==> config.mk <==
export PLATFORM = sky130hd
export DESIGN_NAME = bs_select_sequencer
export DESIGN_NICKNAME = d
export VERILOG_FILES = /design/src/rtl/bs_select_sequencer.sv
export SDC_FILE = /design/constraint.sdc
export NUM_CORES = 1
export LEC_CHECK = 0
export CAP_MARGIN = 30
export CORE_MARGIN = 2
export CORE_UTILIZATION = 46
export DETAILED_ROUTE_END_ITERATION = 7
export PLACE_DENSITY = 0.67
export SYNTH_ARGS = -nofsm -noshare
export SYNTH_HDL_FRONTEND = slang
export SYNTH_SLANG_ARGS = --single-unit
==> constraint.sdc <==
create_clock -name clk -period 4.1 [get_ports clk]
set_input_delay 0.615 -clock clk [delete_from_list [all_inputs] [get_ports clk]]
set_output_delay 0.615 -clock clk [all_outputs]
set_load 0.005 [all_outputs]
==> src/rtl/bs_select_sequencer.sv <==
// bs_select_sequencer: queues {channel, select, duration} instructions and holds each
// select code on its output channel for the requested number of cycles.
module bs_select_sequencer #(
  parameter int BS = 8,
  parameter int NUM_BS = 256,
  parameter int DUR_W = 8,
  parameter int FIFO_DEPTH = 4,
  parameter int IDLE_SEL = 0,
  localparam int NUM_BS_SELECT = $clog2(NUM_BS),
  localparam int CH_W = BS > 1 ? $clog2(BS) : 1,
  localparam int CNT_W = $clog2(FIFO_DEPTH) + 1
) (
  input  logic                        clk,
  input  logic                        rst_n,
  input  logic                        instr_valid,
  output logic                        instr_ready,
  input  logic [CH_W-1:0]             instr_ch,
  input  logic [NUM_BS_SELECT-1:0]    instr_sel,
  input  logic [DUR_W-1:0]            instr_dur,
  input  logic                        abort,
  output logic [NUM_BS_SELECT*BS-1:0] bs_select,
  output logic [BS-1:0]               busy,
  output logic [CNT_W-1:0]            fifo_count
);
  localparam int AW = FIFO_DEPTH > 1 ? $clog2(FIFO_DEPTH) : 1;
  localparam int EW = CH_W + NUM_BS_SELECT + DUR_W;
  localparam logic [NUM_BS_SELECT-1:0] IDLE = NUM_BS_SELECT'(IDLE_SEL);
  localparam logic [AW-1:0] LAST = AW'(FIFO_DEPTH - 1);
  logic [EW-1:0] mem [FIFO_DEPTH];
  logic [AW-1:0] rd_ptr, wr_ptr;
  logic ready_q;
  logic [CH_W-1:0] head_ch;
  logic [NUM_BS_SELECT-1:0] head_sel;
  logic [DUR_W-1:0] head_dur;
  logic [NUM_BS_SELECT-1:0] sel_reg [BS];
  logic [DUR_W-1:0] cnt [BS];
  logic push, pop, issue, ch_free;
  logic [BS-1:0] issue_vec;
  assign {head_ch, head_sel, head_dur} = mem[rd_ptr];
  // ready_q keeps instr_ready low while in reset and until the first edge after it
  assign instr_ready = ready_q && fifo_count != CNT_W'(FIFO_DEPTH);
  assign push = instr_valid && instr_ready && !abort;
  assign ch_free = !busy[head_ch] || cnt[head_ch] == DUR_W'(1);
  assign pop = !abort && fifo_count != '0 && (head_dur == '0 || ch_free);
  assign issue = pop && head_dur != '0;
  assign issue_vec = issue ? BS'(1) << head_ch : '0;
  always_ff @(posedge clk or negedge rst_n)
    if (!rst_n) begin
      ready_q <= 1'b0;
      rd_ptr <= '0;
      wr_ptr <= '0;
      fifo_count <= '0;
    end else if (abort) begin
      ready_q <= 1'b1;
      rd_ptr <= '0;
      wr_ptr <= '0;
      fifo_count <= '0;
    end else begin
      ready_q <= 1'b1;
      if (push) wr_ptr <= wr_ptr == LAST ? '0 : wr_ptr + 1'b1;
      if (pop) rd_ptr <= rd_ptr == LAST ? '0 : rd_ptr + 1'b1;
      fifo_count <= fifo_count + CNT_W'(push) - CNT_W'(pop);
    end
  always_ff @(posedge clk)
    if (push) mem[wr_ptr] <= {instr_ch, instr_sel, instr_dur};
  // A new issue wins over the expiry of the current hold, giving seamless back-to-back
  always_ff @(posedge clk or negedge rst_n)
    if (!rst_n) begin
      busy <= '0;
      for (int k = 0; k < BS; k++) begin
        sel_reg[k] <= IDLE;
        cnt[k] <= '0;
      end
    end else if (abort) begin
      busy <= '0;
      for (int k = 0; k < BS; k++) begin
        sel_reg[k] <= IDLE;
        cnt[k] <= '0;
      end
    end else
      for (int k = 0; k < BS; k++)
        if (issue_vec[k]) begin
          busy[k] <= 1'b1;
          sel_reg[k] <= head_sel;
          cnt[k] <= head_dur;
        end else if (busy[k]) begin
          busy[k] <= cnt[k] != DUR_W'(1);
          sel_reg[k] <= cnt[k] == DUR_W'(1) ? IDLE : sel_reg[k];
          cnt[k] <= cnt[k] - 1'b1;
        end
  for (genvar i = 0; i < BS; i++) begin : g_out
    assign bs_select[NUM_BS_SELECT*i +: NUM_BS_SELECT] = sel_reg[i];
  end
endmodule
==> run_results.csv, run 1 <==
group,metric,value,unit
synth,yosys_warnings,0,
synth,synth-edff-count,76,
synth,synth_common_cells,"dfrtp_1, nand2_1, edfxtp_1",
grt,grt_pass1_wl,37.7,mm
cts,clock_latency,0.53,ns
die,die_y,157,um
grt,grt_usage,19.5,%
cts,cts_buffer_depth,3,
drt,wl_met1,10.2,mm
drt,detail-route-antenna-nets,0,
setup_path,crit_path_max_fanout,15,
place,gp_congestion,0.834,
drt,met3WireLength,1.03,mm
timing,rsz0062_at_grt,"no",
grt,grt-ovfl-total,0,
place,place_hpwl,15.9,mm
synth,synth_top_area_share,33.6,%
final_layout,antenna_cells,0,
synth,ys_top_cells_by_area,"dfrtp_1, edfxtp_1, mux2i_1",
cts,postCtsHoldBufs,0,
pwr,swShare,32.1,%
setup_path,cp_data_required_time,4.50,ns
synth,synth.cell_area,0.0107,mm2
final_layout,nets,1012,
pwr,powerDensity,531,mW/mm2
setup_path,path_common_cell,"inv_1",
synth,ys_ff_latch,220,
die,initial_core_util,47.1,%
final_layout,synthToLayoutAreaGrowth,19.3,%
pwr,worst_ir_drop_vdd,0.369,mV
synth,avgSynthCellArea,12.3,um2
synth,ys_seq_area_share,54.9,%
timing,tightestPinTransition,0.984,ns
die,dieArea,0.0246,mm2
setup_path,cp_slowest_cell,"mux4_2",
synth,synthFlopType,"dfrtp_1",
setup_path,critPathKind,"reg2reg",
die,rows,55,
cts,cts_root_buffer,"clkbuf_16",
min_path,hold_class,"in2async",
cts,clk_pin_slew,0.06,ns
grt,antenna_found_initial,0,
die,ios,99,
setup_path,regToRegSetupSlack,0.28,ns
run,cap_violations,0,
drt,post-route-drc-count,0,
pwr,intPower,0.00461,W
timing,fin_tns_setup,0,ns
cts,cts_buffers,24,
synth,post-synth-top-area-cell,"dfrtp_1",
pwr,combPwrFrac,28.7,%
timing,finalWorstPathRequiredPeriod,3.82,ns
drt,routedWlPerCell,18.1,um
cts,clock_sinks,220,
timing,hold_violations,0,
setup_path,crit_chain,"buf_4 -> mux4_2 -> a311o_1 -> a21oi_1 -> o211ai_1 -> o211ai_1 -> buf_4 -> inv_1 -> ha_1 -> inv_1 -> ha_1 -> inv_1 -> fa_1 -> xor2_1 -> xnor2_1 -> nor2_1",
pwr,p_seq_share,40.5,%
drt,top_layer,"met4",
timing,skew,0.0297,ns
setup_path,arrival,4.22,ns
outcome,outcome,"finished, final reports clean",
synth,synthDistinctLibCells,55,
final_layout,fillerInstances,1934,
timing,fin_crit_sh,93.3,%
drt,drtPass1Iterations,5,
timing,slew_headroom,34.4,%
cts,cts_tree,"done",
final_layout,multi_input_comb_area,0.00437,mm2
timing,finalMaxSlewViolations,0,
synth,async_flop_share,65.5,%
synth,synth_most_common_cell,"dfrtp_1",
grt,grt_max_degree,90,
place,portBuffers,98,
drt,drt-initial-drc-count,375,
setup_path,critPathMaxStageDelay,0.74,ns
final_layout,seq_area,0.00589,mm2
pwr,clkPwrFrac,30.8,%
die,core,0.0228,mm2
drt,viasPerCell,5.38,
die,die_x,157,um
final_layout,drive_gt1_share,14.1,%
drt,vias,6962,
synth,synth_nets,917,
pwr,power.leakage,5.05,nW
setup_path,worstSetupEndpointType,"register",
grt,grt_pass1_vias,7091,
cts,post_cts_buffers,0,
drt,wl,23.5,mm
setup_path,worstSetupStartpointType,"register",
drt,met2_length,11.8,mm
timing,setup_violations,0,
synth,syn_inst,870,
timing,max_freq,0.261,GHz
cts,cts_resized,0,
cts,htree_levels,1,
pwr,total_power,0.00679,W
pwr,p_switching,0.00218,W
## sequential cells by signal, summed over array words and instances (netlist names)
register / flops
bs_select: 64
wr_ptr: 2
mem: 76
busy: 8
cnt: 64
rd_ptr: 2
fifo_count: 3
ready_q: 1
## layout make-up
class / count / share of cell area (%)
timing repair buffer: 127 / 9.93
clock buffer: 29 / 5.16
inverter: 26 / 0.763
multi-input combinational: 566 / 34.2
clock inverter: 14 / 0.890
sequential: 220 / 46.0
tap: 313 / 3.06
## logic make-up after synthesis
kind of cell             share of synthesized area (%)
AND/OR/NAND/NOR                                   13.3
multiplexers                                      11.5
adder cells (fa/ha/maj)                           2.87
AO/OA/AOI/OAI                                     8.08
buffers and inverters                             4.60
other                                           0.0350
XOR/XNOR                                          4.74
flip-flops                                        54.9
## final timing paths
kind / end / from / depth (start not counted)
max in group asynchronous: cnt[59] / rst_n / 2
max reg2reg: fifo_count[2] / rd_ptr[0] / 16
min reg2reg: bs_select[58] / bs_select[58] / 2
min: cnt[13] / rst_n / 1
max: fifo_count[2] / rd_ptr[0] / 16
min in group clk: bs_select[58] / bs_select[58] / 2
## metal layers
layer | vias up | track usage (%)
li1 | 3311 | -
met1 | 3450 | 26.6
met2 | 163 | 33.0
met3 | 38 | 2.82
met4 | 0 | 4.72
met5 | - | 0
## layout by cell type (no fill, tap or decap), types with 20 or more instances in the layout
cell type and instances:
clkbuf_16 24, ha_1 23, edfxtp_1 76, dfrtp_1 144
mux2i_1 61, o31ai_1 31, nand2_1 117, clkdlybuf4s50_1 96
nor3_1 36, a211oi_2 24, buf_4 25, xor2_1 20
xnor2_1 38, inv_1 26, nor2_1 34
## power groups by stage
stage	Clock [W]	Combinational [W]	Sequential (W)
floorplan	0	0.00141	0.00271
global placement	0	0.00192	0.00279
detailed placement	0	0.00195	0.00279
CTS	0.00212	0.00196	0.00275
global route	0.00222	0.00214	0.00279
finish	0.00209	0.00195	0.00275
## per-stage QoR
| stage | setup WS, ns | util, % | std cells | hold slack [ns] | area [um2] |
|---|---|---|---|---|---|
| finish | 0.276 | 56.2 | 1295 | 0.190 | 12800 |
| global route | 0.0543 | 56.2 | 1295 | 0.259 | 12800 |
| CTS | 0.228 | 56.1 | 1293 | 0.218 | 12800 |
| detailed placement | 0.241 | 52.7 | 1250 | 0.504 | 12000 |
| global placement | 0.306 | 52.4 | 1248 | 0.495 | 11900 |
| floorplan | 0.551 | - | 870 | 0.319 | 10700 |
## worst max-delay path: cells and delay by family (launching register included)
family	cells	cell delay, ns
flops	1	0.34
buf+inv	5	0.57
mux	1	0.74
fa+ha+maj	3	0.75
simple gates	1	0.05
compound gates	4	0.91
xor+xnor	2	0.30
(Power assumes the default switching activity.)
==> inputs of run 2 (changes only) <==
--- a/config.mk
+++ b/config.mk
@@ -9,7 +9,8 @@
 export CORE_MARGIN = 2
 export CORE_UTILIZATION = 46
 export DETAILED_ROUTE_END_ITERATION = 7
-export PLACE_DENSITY = 0.67
+export PLACE_DENSITY = 0.66
+export REMOVE_ABC_BUFFERS = 1
 export SYNTH_ARGS = -nofsm -noshare
 export SYNTH_HDL_FRONTEND = slang
 export SYNTH_SLANG_ARGS = --single-unit
==> run 2 against run 1 <==
Effect of this change: hold slack improved by 0.15 ns; combinational power is essentially flat; highest routed layer unchanged; largest power group unchanged; critical path depth decreased by 1; clock power up 3%; cell count unchanged; critical path type unchanged; first-iteration DRC count up 8.8%; largest cell class unchanged; sequential power is essentially flat.
==> run_results.csv, run 2 (synthesized netlist as in run 1, its figures left out) <==
group,metric,value,unit
outcome,outcome,"finished, final reports clean",
drt,vias,6984,
cts,clock_latency,0.53,ns
grt,gr-usage-met1,26.7,%
min_path,hold_class,"in2reg",
final_layout,layout_common_cells,"dfrtp_1, nand2_1, clkdlybuf4s50_1, edfxtp_1, mux2i_1",
setup_path,cp_slowest_cell,"mux4_1",
place,place_hpwl,16.0,mm
final_layout,top_register,"mem",
cts,clock_sinks,220,
setup_path,reg2reg_from,"rd_ptr[0]",
final_layout,synthToLayoutAreaGrowth,19.2,%
final_layout,fillerInstances,1916,
timing,slew_headroom,31.9,%
cts,htree_levels,1,
setup_path,arrival,4.22,ns
drt,viasPerCell,5.39,
timing,tightestPinTransition,1.02,ns
place,gp_congestion,0.850,
setup_path,crit_path_max_fanout,12,
min_path,worstHoldPathCells,2,
final_layout,fin_area,0.0128,mm2
cts,cts_tree,"done",
timing,fin_tns_setup,0,ns
final_layout,largest_reg_flops,76,
timing,fin_crit_sh,92.7,%
setup_path,critPathKind,"reg2reg",
setup_path,regToRegSetupSlack,0.30,ns
cts,cts_root_buffer,"clkbuf_16",
final_layout,drive_gt1_share,13.6,%
pwr,p_switching,0.00216,W
place,placed_area,0.0120,mm2
pwr,powerDensity,536,mW/mm2
drt,post-route-drc-count,0,
pwr,swShare,31.5,%
drt,wl,23.7,mm
pwr,intPower,0.00470,W
run,cap_violations,0,
grt,grt_pass1_vias,7187,
die,core,0.0228,mm2
grt,busiest_layer,"met2",
timing,finalWorstPathRequiredPeriod,3.80,ns
setup_path,worstSetupStartpointType,"register",
pwr,total_power,0.00685,W
drt,routedWlPerCell,18.3,um
min_path,min_from,"abort",
setup_path,cp_data_required_time,4.52,ns
drt,drtPass1Iterations,4,
die,die_y,157,um
min_path,whs_endpoint,"wr_ptr[1]",
grt,grt_pass1_wl,38.8,mm
setup_path,cp_num_buf_inv,4,
setup_path,worstSetupEndpointType,"register",
setup_path,path_common_cell,"inv_1",
pwr,clkPwrFrac,31.5,%
cts,cts_buffer_depth,3,
setup_path,cp_top_family,"simple AND/OR/NAND/NOR gates",
setup_path,critPathMaxStageDelay,0.63,ns
final_layout,nets,1014,
drt,detail-route-antenna-nets,0,
grt,grt_use_met2,34.6,%
cts,clk_pin_slew,0.06,ns
pwr,p_seq_share,40.1,%
place,portBuffers,98,
final_layout,layout_commonest_cell,"dfrtp_1",
die,dieArea,0.0246,mm2
grt,grt-ovfl-total,0,
pwr,power.leakage,5.04,nW
timing,max_freq,0.263,GHz
grt,antenna_found_initial,0,
timing,finalMaxSlewViolations,0,
grt,grt_max_degree,101,
grt,grt_usage,20.1,%
final_layout,antenna_cells,0,
die,die_x,157,um
timing,rsz0062_at_grt,"no",
timing,whs,0.339,ns
timing,hold_violations,0,
grt,grt.met3_usage,2.77,%
pwr,worst_ir_drop_vdd,0.372,mV
cts,cts_resized,0,
setup_path,crit_chain,"buf_4 -> mux4_1 -> or4_4 -> or2_2 -> o211ai_1 -> o211ai_1 -> inv_1 -> ha_1 -> inv_1 -> ha_1 -> inv_1 -> fa_1 -> xor2_1 -> xnor2_1 -> nor2_1",
drt,drt-initial-drc-count,408,
die,initial_core_util,47.1,%
setup_path,r2r_cells,15,
timing,skew,0.0243,ns
cts,cts_buffers,24,
die,rows,55,
setup_path,r2r-end,"fifo_count[2]",
die,ios,99,
pwr,combPwrFrac,28.4,%
timing,setup_violations,0,
run 2: cell count changes in the layout (fill, tap and decap cells not counted), sizes merged:
cell	delta
clkinv	-7
clkbuf	+5
buf	+1
bufinv	+1
dlygate4sd3	+1
inv	-1
run 2: cell type report:
cell class / count / area [um2] / area share (%)
Multi-Input combinational cell: 566 / 4370 / 34.2
Timing Repair Buffer: 129 / 1240 / 9.72
Clock buffer: 34 / 698 / 5.46
Clock inverter: 7 / 96.3 / 0.754
Tap cell: 313 / 392 / 3.06
Sequential cell: 220 / 5890 / 46.0
Inverter: 26 / 97.6 / 0.763
run 2: power by group through the flow:
stage	combinational, W	sequential, W	clock [W]
2_1_floorplan	0.00121	0.00278	0
3_3_place_gp	0.00192	0.00278	0
3_5_place_dp	0.00194	0.00279	0
4_1_cts	0.00196	0.00275	0.00220
5_1_grt	0.00214	0.00279	0.00229
6_report	0.00195	0.00275	0.00216
run 2: worst max path at each step:
stage                     cells after the start  slack (ns)      start             to
after floorplan                              14       -0.08  rd_ptr[0]  fifo_count[2]
after global placement                       15        0.31  rd_ptr[0]  fifo_count[2]
after detailed placement                     15        0.29  rd_ptr[0]  fifo_count[2]
after CTS                                    15        0.28  rd_ptr[0]  fifo_count[2]
after global routing                         15        0.11  rd_ptr[0]  fifo_count[2]
final                                        15        0.30  rd_ptr[0]  fifo_count[2]
run 2: repair_timing:
item | in CTS | in global routing
hold endpoints to repair | 0 | 1
hold buffers | 0 | 1
setup buffers | 0 | 0
run 2: per-stage QoR:
stage	util [%]	setup WS, ns	std cells
final	56.1	0.298	1295
after global routing	56.1	0.109	1295
after CTS	56.0	0.279	1293
after detailed placement	52.5	0.288	1252
after global placement	52.3	0.311	1249
after floorplan	-	-0.0813	812
run 2: routing by layer:
metal  vias to the layer above  share of wire [%]  routed length (um)
met1                      3477                 43               10200
li1                       3306                  -                   -
met3                        42                4.2                1010
met2                       159                 50               11800
met4                         0                2.7                 634
met5                         -                  0                   0
==> inputs of run 3 (changes only) <==
--- a/config.mk
+++ b/config.mk
@@ -9,6 +9,7 @@
 export CORE_MARGIN = 2
 export CORE_UTILIZATION = 46
 export DETAILED_ROUTE_END_ITERATION = 7
+export GPL_TIMING_DRIVEN = 0
 export PLACE_DENSITY = 0.66
 export REMOVE_ABC_BUFFERS = 1
 export SYNTH_ARGS = -nofsm -noshare
==> run 3 against run 2 <==
Effect of this change: hold slack worse by 0.14 ns; clock power is 4% lower; power is 0.35% higher; clock-buffer cell count is 3 lower; global-route usage is 0.17 points lower; combinational power is 4% higher; first-iteration DRC count is 0.98% lower; sequential share of layout area is 0.41 points lower; critical endpoint unchanged; setup slack worse by 0.12 ns; wire length is 0.32% lower; critical path depth is 1 higher.
==> run_results.csv, run 3 (synthesized netlist as in run 1, its figures left out) <==
group,metric,value,unit
setup_path,crit_path_max_fanout,8,
final_layout,top_register,"mem",
grt,grt-ovfl-total,0,
setup_path,cp_slowest_cell,"mux4_2",
final_layout,layout_commonest_cell,"dfrtp_1",
setup_path,crit_chain,"buf_4 -> mux4_2 -> inv_1 -> mux2i_2 -> nand3b_1 -> o211ai_1 -> buf_4 -> inv_1 -> ha_1 -> inv_1 -> ha_1 -> inv_1 -> fa_1 -> xor2_1 -> xnor2_1 -> nor2_1",
timing,max_freq,0.255,GHz
pwr,power.leakage,5.08,nW
drt,vias,6926,
die,ios,99,
outcome,outcome,"finished, final reports clean",
drt,wl,23.7,mm
grt,grt_pass1_wl,38.5,mm
final_layout,nets,1019,
drt,drt-initial-drc-count,404,
cts,clock_latency,0.52,ns
setup_path,r2r_cells,16,
die,dieArea,0.0246,mm2
setup_path,critPathMaxStageDelay,0.62,ns
place,gp_congestion,0.807,
drt,post-route-drc-count,0,
cts,cts_root_buffer,"clkbuf_16",
final_layout,finish.utilization,56.7,%
final_layout,drive_gt1_share,15.1,%
grt,grt_pass1_vias,7083,
drt,routedWlPerCell,18.2,um
cts,clk_pin_slew,0.06,ns
cts,cts_tree,"done",
timing,skew,0.0164,ns
setup_path,path_common_cell,"inv_1",
timing,tightestPinTransition,0.981,ns
setup_path,worstSetupStartpointType,"register",
setup_path,regToRegSetupSlack,0.17,ns
grt,grt_usage,19.9,%
final_layout,antenna_cells,0,
cts,cts_buffer_depth,3,
drt,detail-route-antenna-nets,0,
setup_path,worstSetupEndpointType,"register",
pwr,powerDensity,532,mW/mm2
setup_path,cp_top_family,"multiplexers",
timing,finalMaxSlewViolations,0,
cts,htree_levels,1,
setup_path,critPathKind,"reg2reg",
pwr,worst_ir_drop_vdd,0.362,mV
setup_path,r2r-end,"fifo_count[2]",
timing,finalWorstPathRequiredPeriod,3.93,ns
die,die_x,157,um
die,core,0.0228,mm2
grt,antenna_found_initial,0,
final_layout,fin_cells,1303,
drt,drtPass1Iterations,5,
min_path,hold_class,"in2async",
place,place_hpwl,15.7,mm
run,cap_violations,0,
timing,fin_tns_setup,0,ns
timing,slew_headroom,34.6,%
final_layout,largest_reg_flops,76,
setup_path,cp_num_buf_inv,6,
timing,setup_violations,0,
pwr,total_power,0.00688,W
place,placed_area,0.0120,mm2
final_layout,layout_common_cells,"dfrtp_1, nand2_1, clkdlybuf4s50_1, edfxtp_1, mux2i_1",
die,rows,55,
timing,hold_violations,0,
place,dpl.cell_count,1237,
grt,grt_max_degree,87,
die,die_y,157,um
die,initial_core_util,47.1,%
cts,clock_sinks,220,
drt,viasPerCell,5.32,
setup_path,reg2reg_from,"rd_ptr[0]",
final_layout,fin_area,0.0129,mm2
timing,fin_crit_sh,95.8,%
final_layout,synthToLayoutAreaGrowth,20.4,%
setup_path,arrival,4.31,ns
setup_path,cp_data_required_time,4.48,ns
place,portBuffers,98,
cts,cts_buffers,24,
run 3: changes by cell type in the layout (fill, tap and decap cells not counted), sizes merged:
cell and change:
clkinv +7, dlygate4sd3 -1, clkbuf -3, buf +6, bufinv -1
run 3: report_power, final:
| group | total, W | leakage [nW] | internal (W) | switching [W] |
|---|---|---|---|---|
| clock | 0.00207 | 0.372 | 0.00119 | 0.000881 |
| sequential | 0.00278 | 2.67 | 0.00251 | 0.000271 |
| combinational | 0.00203 | 2.04 | 0.000966 | 0.00106 |
| total | 0.00688 | 5.08 | 0.00466 | 0.00222 |
run 3: layer usage:
layer / vias up / part of all wire (%) / track usage (%)
li1: 3330 / - / -
met3: 25 / 3.7 / 2.82
met4: 0 / 1.6 / 4.24
met1: 3437 / 44 / 27.3
met2: 134 / 50 / 33.8
met5: - / 0 / 0
run 3: cell type report:
class / instances / area (um2)
fillers: 1897 / 9860
clock buffers: 31 / 647
multi-input cells: 566 / 4380
inverters: 26 / 97.6
repair buffers: 134 / 1400
well taps: 313 / 392
flip-flops and latches: 220 / 5890
clock inverters: 13 / 113
run 3: worst reg2reg max path: stages (launching register included):
cell and delay, ns:
dfrtp_4 0.51, buf_4 0.16, mux4_2 0.62, inv_1 0.32
mux2i_2 0.40, nand3b_1 0.12, o211ai_1 0.21, buf_4 0.18
inv_1 0.04, ha_1 0.26, inv_1 0.05, ha_1 0.12
inv_1 0.04, fa_1 0.37, xor2_1 0.18, xnor2_1 0.14
nor2_1 0.05
run 3: worst max path at each step:
stage,start,endpoint,slack (ns),depth (start not counted)
after floorplan,rd_ptr[0],fifo_count[2],-0.08,14
after global placement,rst_n,bs_select[24],-3.77,1
after detailed placement,rd_ptr[0],fifo_count[2],-0.54,15
after CTS,rd_ptr[0],fifo_count[2],0.002,15
after global routing,rd_ptr[0],fifo_count[2],-0.04,16
final,rd_ptr[0],fifo_count[2],0.17,16
run 3: what timing repair did:
item                       4_1_cts  5_1_grt
pin swaps                        0        1
gates resized for setup          6        4
hold buffers                     0        0
buffers inserted                 4       16
setup endpoints to repair        3        1
run 3: stage by stage:
step	hold WS, ns	worst slack [ns]
detailed placement	0.504	-0.541
finish	0.195	0.174
floorplan	0.319	-0.0813
global placement	0.491	-3.77
global route	0.254	-0.0437
CTS	0.208	0.00246
